$ cat config.mk
export PLATFORM = sky130hd
export DESIGN_NAME = hazard_control_unit_flat
export DESIGN_NICKNAME = d
export VERILOG_FILES = /design/src/rtl/hazard_control_unit_if.sv /design/src/rtl/hazard_control_unit.sv /design/src/flat_wrapper.sv
export SDC_FILE = /design/constraint.sdc
export NUM_CORES = 1
export LEC_CHECK = 0
export CAP_MARGIN = 20
export CORE_AREA = 8 8 65 108
export DETAILED_ROUTE_END_ITERATION = 6
export DIE_AREA = 0 0 73 116
export PLACE_DENSITY = 0.73
export SYNTH_ARGS = -nofsm -noshare
export SYNTH_HDL_FRONTEND = slang
export SYNTH_SLANG_ARGS = --single-unit
$ cat constraint.sdc
create_clock -name clk -period 1.7 [get_ports clk]
set_input_delay 0.34 -clock clk [delete_from_list [all_inputs] [get_ports clk]]
set_output_delay 0.34 -clock clk [all_outputs]
set_load 0.02 [all_outputs]
$ cat src/rtl/hazard_control_unit_if.sv
// Pipeline-register fields into the hazard controller and the stall/flush/forward controls out.
interface hazard_control_unit_if #(
    parameter int unsigned CNT_W = 16
);
    logic [4:0]       rs_id_i;
    logic [4:0]       rt_id_i;
    logic             uses_rs_id_i;
    logic             uses_rt_id_i;
    logic             r_enable_ex_i;
    logic             reg_write_ex_i;
    logic [4:0]       reg_dest_ex_i;
    logic             reg_write_mem_i;
    logic [4:0]       reg_dest_mem_i;
    logic             reg_write_wb_i;
    logic [4:0]       reg_dest_wb_i;
    logic [4:0]       rs_ex_i;
    logic [4:0]       rt_ex_i;
    logic             pcsel_mem_i;

    logic             stall_pc_o;
    logic             stall_ifid_o;
    logic             bubble_idex_o;
    logic             flush_ifid_o;
    logic             flush_idex_o;
    logic             flush_exmem_o;
    logic [1:0]       forward_a_o;
    logic [1:0]       forward_b_o;
    logic [CNT_W-1:0] stall_count_o;
    logic [CNT_W-1:0] flush_count_o;

    modport master (
        output rs_id_i, rt_id_i, uses_rs_id_i, uses_rt_id_i,
        output r_enable_ex_i, reg_write_ex_i, reg_dest_ex_i,
        output reg_write_mem_i, reg_dest_mem_i, reg_write_wb_i, reg_dest_wb_i,
        output rs_ex_i, rt_ex_i, pcsel_mem_i,
        input  stall_pc_o, stall_ifid_o, bubble_idex_o,
        input  flush_ifid_o, flush_idex_o, flush_exmem_o,
        input  forward_a_o, forward_b_o, stall_count_o, flush_count_o
    );

    modport slave (
        input  rs_id_i, rt_id_i, uses_rs_id_i, uses_rt_id_i,
        input  r_enable_ex_i, reg_write_ex_i, reg_dest_ex_i,
        input  reg_write_mem_i, reg_dest_mem_i, reg_write_wb_i, reg_dest_wb_i,
        input  rs_ex_i, rt_ex_i, pcsel_mem_i,
        output stall_pc_o, stall_ifid_o, bubble_idex_o,
        output flush_ifid_o, flush_idex_o, flush_exmem_o,
        output forward_a_o, forward_b_o, stall_count_o, flush_count_o
    );
endinterface

$ cat src/rtl/hazard_control_unit.sv
// Hazard controller for the 5-stage MIPS core: RAW stalls, redirect flush FSM, event counters.
// Define FORWARDING_EN to stall only on load-use and drive the EX operand forwarding selects.
module hazard_control_unit #(
    parameter int unsigned FLUSH_CYCLES = 2,
    parameter int unsigned CNT_W        = 16
) (
    input logic                  clk,
    input logic                  rst,
    hazard_control_unit_if.slave hz
);
    localparam int unsigned       FCNT_W    = 3;
    localparam logic [FCNT_W-1:0] FCNT_LOAD = FCNT_W'(FLUSH_CYCLES - 1);

    typedef enum logic {
        ST_RUN   = 1'b0,
        ST_FLUSH = 1'b1
    } state_e;

    state_e            state_q;
    logic [FCNT_W-1:0] fcnt_q;
    logic [CNT_W-1:0]  stall_cnt_q, stall_cnt_d;
    logic [CNT_W-1:0]  flush_cnt_q, flush_cnt_d;
    logic              flush_entry;
    logic              in_flush;
    logic              flushing;
    logic              hazard;
    logic              stall;

    function automatic logic raw_hit(input logic [4:0] src, input logic uses,
                                     input logic we, input logic [4:0] dst);
        return uses && (src != 5'd0) && we && (dst == src);
    endfunction

`ifdef FORWARDING_EN
    // EX/MEM result is younger than WB data, so it wins when both match.
    function automatic logic [1:0] fwd_sel(input logic [4:0] src,
                                           input logic we_mem, input logic [4:0] dst_mem,
                                           input logic we_wb,  input logic [4:0] dst_wb);
        if (src == 5'd0)                      return 2'b00;
        else if (we_mem && (dst_mem == src))  return 2'b10;
        else if (we_wb && (dst_wb == src))    return 2'b01;
        else                                  return 2'b00;
    endfunction
`endif

    always_comb begin
        flush_entry = (state_q == ST_RUN) && hz.pcsel_mem_i;
        in_flush    = (state_q == ST_FLUSH);
        flushing    = flush_entry || in_flush;
`ifdef FORWARDING_EN
        hazard = hz.r_enable_ex_i &&
                 (raw_hit(hz.rs_id_i, hz.uses_rs_id_i, hz.reg_write_ex_i, hz.reg_dest_ex_i) ||
                  raw_hit(hz.rt_id_i, hz.uses_rt_id_i, hz.reg_write_ex_i, hz.reg_dest_ex_i));
`else
        // WB is written before ID reads the regfile, so only EX and MEM producers matter.
        hazard = raw_hit(hz.rs_id_i, hz.uses_rs_id_i, hz.reg_write_ex_i,  hz.reg_dest_ex_i)  ||
                 raw_hit(hz.rt_id_i, hz.uses_rt_id_i, hz.reg_write_ex_i,  hz.reg_dest_ex_i)  ||
                 raw_hit(hz.rs_id_i, hz.uses_rs_id_i, hz.reg_write_mem_i, hz.reg_dest_mem_i) ||
                 raw_hit(hz.rt_id_i, hz.uses_rt_id_i, hz.reg_write_mem_i, hz.reg_dest_mem_i);
`endif
        stall = hazard && !flushing;
    end

    assign hz.stall_pc_o    = stall;
    assign hz.stall_ifid_o  = stall;
    assign hz.bubble_idex_o = stall;
    assign hz.flush_ifid_o  = flushing;
    assign hz.flush_idex_o  = flush_entry;
    assign hz.flush_exmem_o = flush_entry;

`ifdef FORWARDING_EN
    assign hz.forward_a_o = fwd_sel(hz.rs_ex_i, hz.reg_write_mem_i, hz.reg_dest_mem_i,
                                    hz.reg_write_wb_i, hz.reg_dest_wb_i);
    assign hz.forward_b_o = fwd_sel(hz.rt_ex_i, hz.reg_write_mem_i, hz.reg_dest_mem_i,
                                    hz.reg_write_wb_i, hz.reg_dest_wb_i);
`else
    logic unused_fwd_inputs;
    assign unused_fwd_inputs = ^{hz.rs_ex_i, hz.rt_ex_i, hz.reg_write_wb_i,
                                 hz.reg_dest_wb_i, hz.r_enable_ex_i};
    assign hz.forward_a_o = 2'b00;
    assign hz.forward_b_o = 2'b00;
`endif

    // Redirect FSM; the entry cycle is RUN with PCSel_MEM, FLUSH covers the rest.
    always_ff @(posedge clk or posedge rst) begin
        if (rst) begin
            state_q <= ST_RUN;
            fcnt_q  <= '0;
        end else begin
            case (state_q)
                ST_RUN: begin
                    if (hz.pcsel_mem_i) begin
                        state_q <= ST_FLUSH;
                        fcnt_q  <= FCNT_LOAD;
                    end
                end
                ST_FLUSH: begin
                    if (fcnt_q <= FCNT_W'(1)) begin
                        state_q <= ST_RUN;
                        fcnt_q  <= '0;
                    end else begin
                        fcnt_q <= fcnt_q - FCNT_W'(1);
                    end
                end
            endcase
        end
    end

    always_comb begin
        stall_cnt_d = stall_cnt_q;
        flush_cnt_d = flush_cnt_q;
        if (stall && (stall_cnt_q != '1))       stall_cnt_d = stall_cnt_q + CNT_W'(1);
        if (flush_entry && (flush_cnt_q != '1)) flush_cnt_d = flush_cnt_q + CNT_W'(1);
    end

    always_ff @(posedge clk or posedge rst) begin
        if (rst) begin
            stall_cnt_q <= '0;
            flush_cnt_q <= '0;
        end else begin
            stall_cnt_q <= stall_cnt_d;
            flush_cnt_q <= flush_cnt_d;
        end
    end

    assign hz.stall_count_o = stall_cnt_q;
    assign hz.flush_count_o = flush_cnt_q;
endmodule

$ cat src/flat_wrapper.sv
// flat-port wrapper written by rule: the top's interface ports become plain ports
module hazard_control_unit_flat 
#(
    parameter int unsigned FLUSH_CYCLES = 2,
    parameter int unsigned CNT_W        = 16
)
  (clk, rst, hz_rs_id_i, hz_rt_id_i, hz_uses_rs_id_i, hz_uses_rt_id_i, hz_r_enable_ex_i, hz_reg_write_ex_i, hz_reg_dest_ex_i, hz_reg_write_mem_i, hz_reg_dest_mem_i, hz_reg_write_wb_i, hz_reg_dest_wb_i, hz_rs_ex_i, hz_rt_ex_i, hz_pcsel_mem_i, hz_stall_pc_o, hz_stall_ifid_o, hz_bubble_idex_o, hz_flush_ifid_o, hz_flush_idex_o, hz_flush_exmem_o, hz_forward_a_o, hz_forward_b_o, hz_stall_count_o, hz_flush_count_o);
  hazard_control_unit_if #(.CNT_W(CNT_W)) hz_i ();
  input logic clk;
  input logic rst;
  input wire logic [$bits(hz_i.rs_id_i)-1:0] hz_rs_id_i;
  input wire logic [$bits(hz_i.rt_id_i)-1:0] hz_rt_id_i;
  input wire logic [$bits(hz_i.uses_rs_id_i)-1:0] hz_uses_rs_id_i;
  input wire logic [$bits(hz_i.uses_rt_id_i)-1:0] hz_uses_rt_id_i;
  input wire logic [$bits(hz_i.r_enable_ex_i)-1:0] hz_r_enable_ex_i;
  input wire logic [$bits(hz_i.reg_write_ex_i)-1:0] hz_reg_write_ex_i;
  input wire logic [$bits(hz_i.reg_dest_ex_i)-1:0] hz_reg_dest_ex_i;
  input wire logic [$bits(hz_i.reg_write_mem_i)-1:0] hz_reg_write_mem_i;
  input wire logic [$bits(hz_i.reg_dest_mem_i)-1:0] hz_reg_dest_mem_i;
  input wire logic [$bits(hz_i.reg_write_wb_i)-1:0] hz_reg_write_wb_i;
  input wire logic [$bits(hz_i.reg_dest_wb_i)-1:0] hz_reg_dest_wb_i;
  input wire logic [$bits(hz_i.rs_ex_i)-1:0] hz_rs_ex_i;
  input wire logic [$bits(hz_i.rt_ex_i)-1:0] hz_rt_ex_i;
  input wire logic [$bits(hz_i.pcsel_mem_i)-1:0] hz_pcsel_mem_i;
  output wire logic [$bits(hz_i.stall_pc_o)-1:0] hz_stall_pc_o;
  output wire logic [$bits(hz_i.stall_ifid_o)-1:0] hz_stall_ifid_o;
  output wire logic [$bits(hz_i.bubble_idex_o)-1:0] hz_bubble_idex_o;
  output wire logic [$bits(hz_i.flush_ifid_o)-1:0] hz_flush_ifid_o;
  output wire logic [$bits(hz_i.flush_idex_o)-1:0] hz_flush_idex_o;
  output wire logic [$bits(hz_i.flush_exmem_o)-1:0] hz_flush_exmem_o;
  output wire logic [$bits(hz_i.forward_a_o)-1:0] hz_forward_a_o;
  output wire logic [$bits(hz_i.forward_b_o)-1:0] hz_forward_b_o;
  output wire logic [$bits(hz_i.stall_count_o)-1:0] hz_stall_count_o;
  output wire logic [$bits(hz_i.flush_count_o)-1:0] hz_flush_count_o;
  assign hz_i.rs_id_i = hz_rs_id_i;
  assign hz_i.rt_id_i = hz_rt_id_i;
  assign hz_i.uses_rs_id_i = hz_uses_rs_id_i;
  assign hz_i.uses_rt_id_i = hz_uses_rt_id_i;
  assign hz_i.r_enable_ex_i = hz_r_enable_ex_i;
  assign hz_i.reg_write_ex_i = hz_reg_write_ex_i;
  assign hz_i.reg_dest_ex_i = hz_reg_dest_ex_i;
  assign hz_i.reg_write_mem_i = hz_reg_write_mem_i;
  assign hz_i.reg_dest_mem_i = hz_reg_dest_mem_i;
  assign hz_i.reg_write_wb_i = hz_reg_write_wb_i;
  assign hz_i.reg_dest_wb_i = hz_reg_dest_wb_i;
  assign hz_i.rs_ex_i = hz_rs_ex_i;
  assign hz_i.rt_ex_i = hz_rt_ex_i;
  assign hz_i.pcsel_mem_i = hz_pcsel_mem_i;
  assign hz_stall_pc_o = hz_i.stall_pc_o;
  assign hz_stall_ifid_o = hz_i.stall_ifid_o;
  assign hz_bubble_idex_o = hz_i.bubble_idex_o;
  assign hz_flush_ifid_o = hz_i.flush_ifid_o;
  assign hz_flush_idex_o = hz_i.flush_idex_o;
  assign hz_flush_exmem_o = hz_i.flush_exmem_o;
  assign hz_forward_a_o = hz_i.forward_a_o;
  assign hz_forward_b_o = hz_i.forward_b_o;
  assign hz_stall_count_o = hz_i.stall_count_o;
  assign hz_flush_count_o = hz_i.flush_count_o;
  hazard_control_unit #(.FLUSH_CYCLES(FLUSH_CYCLES), .CNT_W(CNT_W)) u_core (.clk(clk), .rst(rst), .hz(hz_i));
endmodule
==> tab_implementation.tex <==
\begin{tabular}{lr}
\hline
Metric & Value \\
\hline
\multicolumn{2}{l}{\textbf{Run status}} \\
Outcome & finished, violations left \\
Failing checks & negative setup slack \\
\multicolumn{2}{l}{\textbf{Pwr}} \\
Power density over the cells & 863 mW/mm\^{}2 \\
Net switching fraction of the power & 34.2\% \\
Clock network power share & 21.2\% \\
Int Power & 1.91 mW \\
Combinational group share of total power & 40.9\% \\
Net switching power of the design & 0.993 mW \\
Worst ir drop on vdd & 461 uV \\
Leakage power figure & 1.65 nW \\
Sequential group share of total power & 37.8\% \\
\multicolumn{2}{l}{\textbf{Die}} \\
Area of the core region & 0.00554 mm\^{}2 \\
I/O pin count & 86 \\
Die Wd & 73 um \\
Die height & 116 um \\
Die area & 0.00847 mm\^{}2 \\
Site row count & 36 \\
Initial Util & 36.3\% \\
\multicolumn{2}{l}{\textbf{Logic synthesis}} \\
Biggest area consumer among synthesized cells & dfrtp\_1 \\
Number of distinct library cells after synthesis & 38 \\
Number of synthesis warnings & 0 \\
Average instance area after synthesis & 10.5 um\^{}2 \\
Seq/Total Area, Yosys & 44.7\% \\
Biggest area contributors in the synthesized netlist & dfrtp\_1 (45\%), xnor2\_1 (18\%), nand4\_1 (4.7\%) \\
Synthesized area & 0.00201 mm\^{}2 \\
Async set-or-reset flop fraction in the synthesized netlist & 100\% \\
Top flip-flop cell by instance count after synthesis & dfrtp\_1 \\
Post-synthesis register bit count & 36 \\
Post-synthesis instance total & 192 \\
Number of enable-type register cells in the synthesized netlist & 0 \\
Proportion of netlist area held by the largest area contributor & 44.7\% \\
\multicolumn{2}{l}{\textbf{Drt}} \\
Via count normalized by instance count & 4.80 \\
Routed WL & 5560 um \\
Routed len/inst & 14.4 um \\
Routed Antenna Nets & 0 \\
Highest routed metal layer & met4 \\
Number of DRC markers in iteration 0 & 32 \\
Met2 wire length & 3100 um \\
Wire length on met1 & 1940 um \\
Drt drc & 0 \\
Number of search-and-repair iterations in the first detailed-routing pass & 4 \\
Vias after detailed routing & 1852 \\
Met3 wire length & 358 um \\
\multicolumn{2}{l}{\textbf{Setup path}} \\
Slack of the worst reg-to-reg path & -0.24 ns \\
Number of cell instances on the worst register-to-register path & 9 \\
Worst flop-to-flop path startpoint & u\_core.hz.stall\_count\_o[1]\$\_DFFE\_PP0P\_ \\
Crit Path Category & input port to output pin \\
Arrival time of the worst setup path & 1.65 ns \\
Capturing element type of the critical path & output pin \\
Required arrival time at the worst endpoint & 1.36 ns \\
FF-to-FF End & u\_core.hz.stall\_count\_o[5]\$\_DFFE\_PP0P\_ \\
Peak fanout along the critical path & 4 \\
Crit start category & input port \\
\multicolumn{2}{l}{\textbf{Finish}} \\
Number of inserted filler cells in the final layout & 476 \\
Area growth from synthesis to final layout & 67.0\% \\
Utilization after layout & 60.7\% \\
Highest-count cells in the layout ignoring fill and taps & buf\_4 (48), xnor2\_1 (35), dlygate4sd2\_1 (32) \\
Design area & 0.00336 mm\^{}2 \\
Fraction of layout cells with a size suffix above 1 & 34.8\% \\
Diode insertion count for antenna repair & 0 \\
Leading cell type in the layout, fill and taps excluded & buf\_4 \\
Number of nets in the final layout & 357 \\
\multicolumn{2}{l}{\textbf{Clocking}} \\
CTS Buf Count & 5 \\
Clock insertion delay at the later pin of the skew report & 0.28 ns \\
Reg clk slew, reported paths & 0.07 ns \\
TritonCTS clock tree & done \\
H-tree levels & 2 \\
TritonCTS sink count & 36 \\
Maximum root-to-sink buffer count & 2 \\
Clock root buffer master & clkbuf\_8 \\
\multicolumn{2}{l}{\textbf{GRT}} \\
Total track usage & 14.2\% \\
First-pass GRT wire length & 9320 um \\
Pin count of the biggest net entering global routing & 37 \\
Number of global-route vias before repair & 2034 \\
Antenna violations before repair & 0 \\
Remaining global-route overflow & 0 \\
\multicolumn{2}{l}{\textbf{STA}} \\
Tightest hold margin & 0.411 ns \\
Final clock skew & 0.00368 ns \\
Final Hold Vio Count & 0 \\
Number of slew-limit violations in the final report & 0 \\
Worst-case setup margin in the final layout & -0.286 ns \\
RSZ-0062 raised after global routing & true \\
Final min period & 1.99 ns \\
Post-route clock period utilization & 117\% \\
Accumulated negative setup slack & -4.04 ns \\
Highest achievable clock rate & 504 MHz \\
Final setup viols & 19 \\
\multicolumn{2}{l}{\textbf{Place}} \\
Total cell area at the placement stage & 0.00311 mm\^{}2 \\
Routability-driven placement congestion ratio & 0.854 \\
Detailed placement HPWL & 4340 um \\
Minimum setup slack after placement & -0.959 ns \\
Buffers added on ports & 64 \\
\multicolumn{2}{l}{\textbf{Worst hold path}} \\
Class of the tightest hold or removal check & input port to asynchronous set/reset pin \\
\multicolumn{2}{l}{\textbf{Flow run}} \\
Max-cap violations & 0 \\
\hline
\end{tabular}
-- layer usage --
layer | track usage, % | vias to the layer above
met5 | 0 | -
met4 | 7.39 | 0
met1 | 13.1 | 888
met2 | 26.6 | 62
met3 | 4.42 | 8
li1 | - | 894
-- worst max-delay path by stage --
stage / from / end / slack, ns / cells past startpoint
2_1_floorplan: u_core.hz.stall_count_o[0]$_DFFE_PP0P_ / u_core.hz.stall_count_o[8]$_DFFE_PP0P_ / -0.16 / 9
3_3_place_gp: hz_rs_id_i[3] / hz_stall_ifid_o / -0.95 / 5
3_5_place_dp: hz_rs_id_i[1] / hz_stall_ifid_o / -0.96 / 7
4_1_cts: u_core.in_flush$_DFF_PP0_ / hz_stall_ifid_o / -0.27 / 5
5_1_grt: u_core.in_flush$_DFF_PP0_ / hz_stall_ifid_o / -0.34 / 5
6_report: hz_rs_id_i[1] / hz_stall_ifid_o / -0.29 / 6
-- sequential cells by signal (all words and copies together), names as in the netlist --
signal                   count
u_core.hz.stall_count_o     16
u_core.in_flush              1
u_core.hz.flush_count_o     16
u_core.fcnt_q                3
-- power by group through the flow --
stage                     clock network, mW  registers, mW  logic, mW
final                                 0.616           1.10       1.19
after global routing                  0.685           1.12       1.30
after CTS                             0.648           1.10       1.15
after detailed placement                  0           1.11       1.18
after global placement                    0           1.11       1.15
after floorplan                           0           1.25      0.449
-- worst max-delay path: stages --
cell and delay, ns:
clkdlybuf4s15_1 0.25, xor2_1 0.20, nor4_2 0.25, a41oi_2 0.21
o22ai_4 0.24, buf_6 0.16
-- metrics by stage --
| step | power [mW] | std cells |
|---|---|---|
| 2_1_floorplan | 1.70 | 195 |
| 5_1_grt | 3.11 | 386 |
| 4_1_cts | 2.90 | 384 |
| 3_3_place_gp | 2.26 | 371 |
| 3_5_place_dp | 2.29 | 371 |
| 6_report | 2.90 | 386 |
-- cell type report --
class                           count  area [um^2]  share of cell area [%]
Clock buffer                        8         90.1                    2.68
Tap cell                           76         95.1                    2.83
Timing Repair Buffer              116         1020                    30.4
Multi-Input combinational cell    144         1220                    36.4
Inverter                            6         22.5                   0.670
Sequential cell                    36          910                    27.1
-- synthesized netlist by cell type, drive strengths merged (2+ instances only) --
| cell | n |
|---|---|
| xnor2 | 41 |
| inv | 6 |
| nand4 | 17 |
| or3 | 2 |
| nand2 | 10 |
| or4 | 2 |
| xor2 | 9 |
| ha | 4 |
| nor3 | 2 |
| o21ai | 5 |
| nand3 | 11 |
| mux2 | 2 |
| a21oi | 2 |
| and3 | 8 |
| nor2 | 10 |
| buf | 9 |
| and2 | 3 |
| and4 | 2 |
| dfrtp | 36 |
-- what timing repair did --
item / in CTS / in global routing
hold buffers: 0 / 0
setup buffers: 6 / 3
pin swaps: 21 / 15
resized for setup: 99 / 16
endpoints found under the setup margin: 53 / 37
-- logic make-up (layout without fill, tap and decap cells) --
kind of cell             Yosys count  count (layout)  synth area share (%)
AND/OR/NAND/NOR                   71              71                  20.9
XOR/XNOR                          50              50                  21.8
flip-flops                        36              36                  44.7
buffers and inverters             15             130                  4.54
AO/OA/AOI/OAI                     13              13                  4.23
adder cells (fa/ha/maj)            4               4                  2.49
multiplexers                       2               2                  1.12
other                              1               4                 0.186
No activity file was read; power rests on OpenSTA's default activity.
